### src/rtl/sddac_pkg.sv
// Shared constants and helpers for the multi-channel delta-sigma DAC:
// default/limit widths, dither LFSR seed and taps, divider sizing function.
package sddac_pkg;

  localparam int C_W_DEF   = 6;
  localparam int C_W_MIN   = 2;
  localparam int C_W_MAX   = 16;
  localparam int C_CH_DEF  = 2;
  localparam int C_CH_MIN  = 1;
  localparam int C_CH_MAX  = 8;
  localparam int C_DIV_DEF = 11;
  localparam int C_DIV_MIN = 1;
  localparam int C_DIV_MAX = 256;

  localparam logic [15:0] LFSR_SEED = 16'hACE1;
  // Right-shifting Galois form of x^16+x^14+x^13+x^11+1
  localparam logic [15:0] LFSR_TAPS = 16'hB400;

  // Ceiling log2, never below 1 so a divider of 1 still gets a 1-bit counter.
  function automatic int clog2(input int v);
    int r;
    r = 0;
    for (int i = 0; i < 17; i++) begin
      if ((1 << i) < v) r = i + 1;
    end
    if (r < 1) r = 1;
    return r;
  endfunction

  function automatic logic [15:0] lfsr_step(input logic [15:0] s);
    return s[0] ? ((s >> 1) ^ LFSR_TAPS) : (s >> 1);
  endfunction

endpackage

### src/rtl/sddac_ch.sv
// One delta-sigma channel: shadow/active sample pair, first-order
// accumulator and the registered 1-bit density output.
module sddac_ch
  import sddac_pkg::*;
#(
  parameter int C_W = C_W_DEF
) (
  input  logic           CK_i,
  input  logic           XARST_i,
  input  logic           tick_i,
  input  logic           xfer_i,
  input  logic           ld_i,
  input  logic           ena_i,
  input  logic           cin_i,
  input  logic [C_W-1:0] sample_i,
  output logic           dac_o
);

  logic [C_W-1:0] shadow_q, shadow_d;
  logic [C_W-1:0] active_q, active_d;
  logic [C_W-1:0] acc_q, acc_d;
  logic           dac_q, dac_d;
  logic [C_W:0]   sum;

  assign sum = {1'b0, acc_q} + {1'b0, active_q} + {{C_W{1'b0}}, cin_i};

  always_comb begin
    shadow_d = shadow_q;
    active_d = active_q;
    acc_d    = acc_q;
    dac_d    = dac_q;
    if (ld_i) shadow_d = sample_i;
    // active_q (pre-transfer) feeds the sum, so a new sample lands one tick later
    if (xfer_i) active_d = shadow_q;
    if (!ena_i) begin
      acc_d = '0;
      dac_d = 1'b0;
    end else if (tick_i) begin
      if (active_q == '0) begin
        acc_d = '0;
        dac_d = 1'b0;
      end else begin
        acc_d = sum[C_W-1:0];
        dac_d = sum[C_W];
      end
    end
  end

  always_ff @(posedge CK_i or negedge XARST_i) begin
    if (!XARST_i) begin
      shadow_q <= '0;
      active_q <= '0;
      acc_q    <= '0;
      dac_q    <= 1'b0;
    end else begin
      shadow_q <= shadow_d;
      active_q <= active_d;
      acc_q    <= acc_d;
      dac_q    <= dac_d;
    end
  end

  assign dac_o = dac_q;

endmodule

### src/rtl/sigma_delta_dac_mc.sv
// Multi-channel first-order delta-sigma 1-bit DAC: shared update divider,
// pending flag and optional LFSR dither (SIGMA_DELTA_DAC_MC_DITHER_EN).
module sigma_delta_dac_mc
  import sddac_pkg::*;
#(
  parameter int C_W   = C_W_DEF,
  parameter int C_CH  = C_CH_DEF,
  parameter int C_DIV = C_DIV_DEF
) (
  input  logic              CK_i,
  input  logic              XARST_i,
  input  logic              ENA_i,
  input  logic              LD_i,
  input  logic [C_CH*C_W-1:0] DATs_i,
  output logic              TICK_o,
  output logic              PEND_o,
  output logic [C_CH-1:0]   DACs_o
);

  localparam int DW = clog2(C_DIV);
  localparam logic [DW-1:0] DCTR_MAX = DW'(C_DIV - 1);

  if (C_W < C_W_MIN || C_W > C_W_MAX) begin : g_bad_w
    $error("sigma_delta_dac_mc: C_W out of range");
  end
  if (C_CH < C_CH_MIN || C_CH > C_CH_MAX) begin : g_bad_ch
    $error("sigma_delta_dac_mc: C_CH out of range");
  end
  if (C_DIV < C_DIV_MIN || C_DIV > C_DIV_MAX) begin : g_bad_div
    $error("sigma_delta_dac_mc: C_DIV out of range");
  end

  logic [DW-1:0]   dctr_q, dctr_d;
  logic            tick_q, tick_d;
  logic            pend_q, pend_d;
  logic            xfer;
  logic [C_CH-1:0] cin;

  assign xfer = tick_q & pend_q;

  always_comb begin
    dctr_d = (dctr_q == DCTR_MAX) ? '0 : dctr_q + DW'(1);
    tick_d = (dctr_q == '0);
    pend_d = pend_q;
    // A load in the transfer cycle keeps the flag set for the sample just written
    if (LD_i)      pend_d = 1'b1;
    else if (xfer) pend_d = 1'b0;
  end

  always_ff @(posedge CK_i or negedge XARST_i) begin
    if (!XARST_i) begin
      dctr_q <= '0;
      tick_q <= 1'b0;
      pend_q <= 1'b0;
    end else begin
      dctr_q <= dctr_d;
      tick_q <= tick_d;
      pend_q <= pend_d;
    end
  end

`ifdef SIGMA_DELTA_DAC_MC_DITHER_EN
  logic [15:0] lfsr_q, lfsr_d;

  assign lfsr_d = tick_q ? lfsr_step(lfsr_q) : lfsr_q;

  always_ff @(posedge CK_i or negedge XARST_i) begin
    if (!XARST_i) lfsr_q <= LFSR_SEED;
    else          lfsr_q <= lfsr_d;
  end

  for (genvar c = 0; c < C_CH; c++) begin : g_cin
    assign cin[c] = lfsr_q[c % 16];
  end
`else
  assign cin = '0;
`endif

  for (genvar c = 0; c < C_CH; c++) begin : g_ch
    sddac_ch #(.C_W(C_W)) u_ch (
      .CK_i     (CK_i),
      .XARST_i  (XARST_i),
      .tick_i   (tick_q),
      .xfer_i   (xfer),
      .ld_i     (LD_i),
      .ena_i    (ENA_i),
      .cin_i    (cin[c]),
      .sample_i (DATs_i[c*C_W +: C_W]),
      .dac_o    (DACs_o[c])
    );
  end

  assign TICK_o = tick_q;
  assign PEND_o = pend_q;

endmodule

### config.mk
export PLATFORM = sky130hd
export DESIGN_NAME = sigma_delta_dac_mc
export DESIGN_NICKNAME = d
export VERILOG_FILES = /design/src/rtl/sddac_pkg.sv /design/src/rtl/sddac_ch.sv /design/src/rtl/sigma_delta_dac_mc.sv
export SDC_FILE = /design/constraint.sdc
export NUM_CORES = 1
export LEC_CHECK = 0
export ABC_AREA = 1
export CORE_UTILIZATION = 61
export DETAILED_ROUTE_END_ITERATION = 12
export PLACE_DENSITY = 0.95
export SLEW_MARGIN = 5
export SYNTH_ARGS = -nofsm -noshare
export SYNTH_HDL_FRONTEND = slang
export SYNTH_SLANG_ARGS = --single-unit
export TNS_END_PERCENT = 1
### constraint.sdc
create_clock -name CK_i -period 2.9 [get_ports CK_i]
set_input_delay 0.29 -clock CK_i [delete_from_list [all_inputs] [get_ports CK_i]]
set_output_delay 0.29 -clock CK_i [all_outputs]
set_load 0.01 [all_outputs]
==> impl_results.md <==
* 1st-iter DRT viols at just over 60
* CP Buf/Inv Count at 1
* Vias per cell at about 5.3
* Post-CTS Resized at 0
* Post-synth net total at about 290
* Fin. Hold Viols at 0
* Average cell area after synthesis at between 8 and 9 um^2
* Sequential share of the synthesized area at 0.508
* GRT Total Usage at 0.235
* Max Cap Viol at 0
* Number of global-route vias before repair at roughly 1500
* Multi-input gate area at 931 um^2
* Die X at just over 60 um
* Layout cell share with drive strength beyond 1 at 0.0543
* Htree depth at 2
* Cell taking the most area after synthesis: dfrtp_1
* Fin util at 0.721
* Later-pin clock latency in the skew report at 0.36 ns
* Syn Inst Count at around 260
* Synth-to-layout area growth at 11.9%
* Worst Skew at around 0.004 ns
* Post-Synth XOR/XNOR Area at 0.0121
* Setup Buffers After CTS at 0
* Crit end category: output port
* FF/Latch Area at 0.00110 mm^2
* CTS root buffer: clkbuf_4
* Distinct cells, synth at 24
* Final WL at 3.80 mm
* Antenna Nets Post-Route at 0
* Fin nets at just over 300
* Crit path max-delay cell type: clkdlybuf4s50_1
* First-pass GRT wire length at roughly 6.3 mm
* CP top delay family: buffers and inverters
* Overflow after GRT at 0
* Least-Margin Pin Slew at ~0.9 ns
* Area contributors post-synth: dfrtp_1 51%, nand2_1 15%, ha_1 6.9%
* FFs w/ async S/R, synth at 1.00
* Ys Warns at 0
* Highest Clock Rate at 614 MHz
* Rel. slew slack at 0.392
* # DRC at 0
* Critical path type: reg -> out
* Synthesized area at ~0.0022 mm^2
* EDFF count, synth at 0
* Max incr delay on CP at ~0.55 ns
* Max FO, Critical Path at 4
* Vias at 1696
* Std cell rows at 21
* Mux cell area share after synthesis at 0
* CP required at roughly 2.6 ns
* RSZ-0062 raised after global routing: false
* Leak Pwr at between 1 and 1.5 nW
* Simple-Gate Fraction of Synth Area at 0.235
* CTS max path bufs at 2
* Pwr Total at around 1.1 mW
* Dominant synthesized flop cell: dfrtp_1
* Adder-cell share of the synthesized area at 0.0877
* Period utilization at 0.562
* HPWL after detailed placement at approximately 2.7 mm
* Routability cong. at between 0.8 and 0.9
* Die Ht at between 60 and 70 um
* Worst VDD drop at roughly 360 uV
* Sinks on Clock Net at 44
* DRT Pass-1 Iters at 4
* Initial Utilization at 0.645
* Die area at ~0.0038 mm^2
* Critical path arrival at ~1.3 ns
* Minimum clock period at 1.63 ns
* Clk pin slew, worst setup/hold paths at between 0.1 and 0.15 ns
* Number of synthesized register bits at 44
* Post-detailed-route wirelength per cell at about 12 um
* Outcome: finished clean
* Worst setup SP type: flip-flop
* I/O Buffers at 19
* Pwr/cell area at 453 mW/mm^2
* Main combinational cell family by area after synthesis: simple AND/OR/NAND/NOR gates
* Synth Area in Compound Gates at 0.0946
* CTS tree: yes
* Num CTS Buffers at 5
* Final Max Tran Viols at 0
* Core region area at roughly 0.0034 mm^2
* Fillers at 251
* Ports at 20
* Largest net degree at the start of global routing at 45
* CTS Hold Bufs at 0
* Initial antenna violation count at 0
* Top cell type's share of synthesized area at 0.508
* Setup violations, final at 0
* Antenna fix cells at 0
* Final setup TNS at 0 ns
* Crit-path cells: clkdlybuf4s50_1
* Hold Crit Class: in -> async
final cells by class:
class	count	area share
flip-flops and latches	44	0.454
inverters	25	0.0387
multi-input cells	180	0.384
clock buffers	6	0.0170
repair buffers	19	0.0763
well taps	46	0.0237
clock inverters	2	0.00670
cell families (layout without fill, tap and decap cells):
logic type	Yosys count	after routing
buf+inv	32	52
xor+xnor	3	3
simple gates	123	123
flops	44	44
fa+ha+maj	14	14
compound gates	40	40
state kept, by name (all words and copies together), names as in the netlist:
signal and count:
TICK_o 1, dctr_q 4, g_ch.u_ch.shadow_q 12, PEND_o 1, g_ch.u_ch.active_q 12, g_ch.u_ch.dac_o 2
g_ch.u_ch.acc_q 12
Yosys cell counts (3+ instances only):
cell,count
inv_1,22
inv_2,3
o21ai_0,15
ha_1,12
nand4_1,3
buf_2,4
nor2_1,15
o21ai_1,16
dfrtp_1,44
nand2_1,84
buf_4,3
xnor2_1,3
a21oi_1,7
nand3_1,12
power by group:
group | switching, mW | internal [mW]
Clock | 0.203 | 0.0965
Sequential | 0.0215 | 0.646
Combinational | 0.0770 | 0.0557
worst paths after layout:
path | endpoint | cells past startpoint | slack, ns | from
min in group CK_i | TICK_o | 1 | 0.46 | dctr_q[3]
setup reg to reg | g_ch[0].u_ch.acc_q[4] | 8 | 1.30 | g_ch[0].u_ch.active_q[0]
hold / removal | g_ch[0].u_ch.acc_q[5] | 1 | 0.04 | XARST_i
max in group asynchronous | g_ch[0].u_ch.shadow_q[3] | 1 | 2.29 | XARST_i
setup / recovery | TICK_o | 1 | 1.27 | TICK_o
hold reg to reg | TICK_o | 1 | 0.46 | dctr_q[3]
through the flow:
stage	std cells	hold WS [ns]	setup WS, ns	cell area [um^2]
finish	322	0.0397	1.27	2430
global route	322	0.115	1.19	2430
CTS	322	0.0700	1.24	2430
detailed placement	314	0.448	1.33	2370
global placement	314	0.436	1.35	2370
floorplan	256	-0.00559	1.44	2170
per-layer routing:
| metal | vias to the layer above | GRT usage | wire [um] |
|---|---|---|---|
| met4 | 0 | 0.111 | 78 |
| met3 | 9 | 0.0756 | 188 |
| li1 | 863 | - | - |
| met2 | 50 | 0.372 | 1810 |
| met5 | - | 0 | 0 |
| met1 | 774 | 0.295 | 1730 |
layout by cell type, fill, tap and decap left out, drive strengths merged, types with 2 or more instances in the layout:
master | synthesis | layout
xnor2 | 3 | 3
nand3 | 13 | 13
ha | 12 | 12
inv | 25 | 25
dfrtp | 44 | 44
o21ai | 31 | 31
clkdlybuf4s50 | 0 | 18
fa | 2 | 2
nand4 | 3 | 3
nor2 | 16 | 16
clkbuf | 0 | 6
nor3 | 2 | 2
nand2 | 86 | 86
a21oi | 7 | 7
Note: power is estimated with default switching activity, not from simulation.
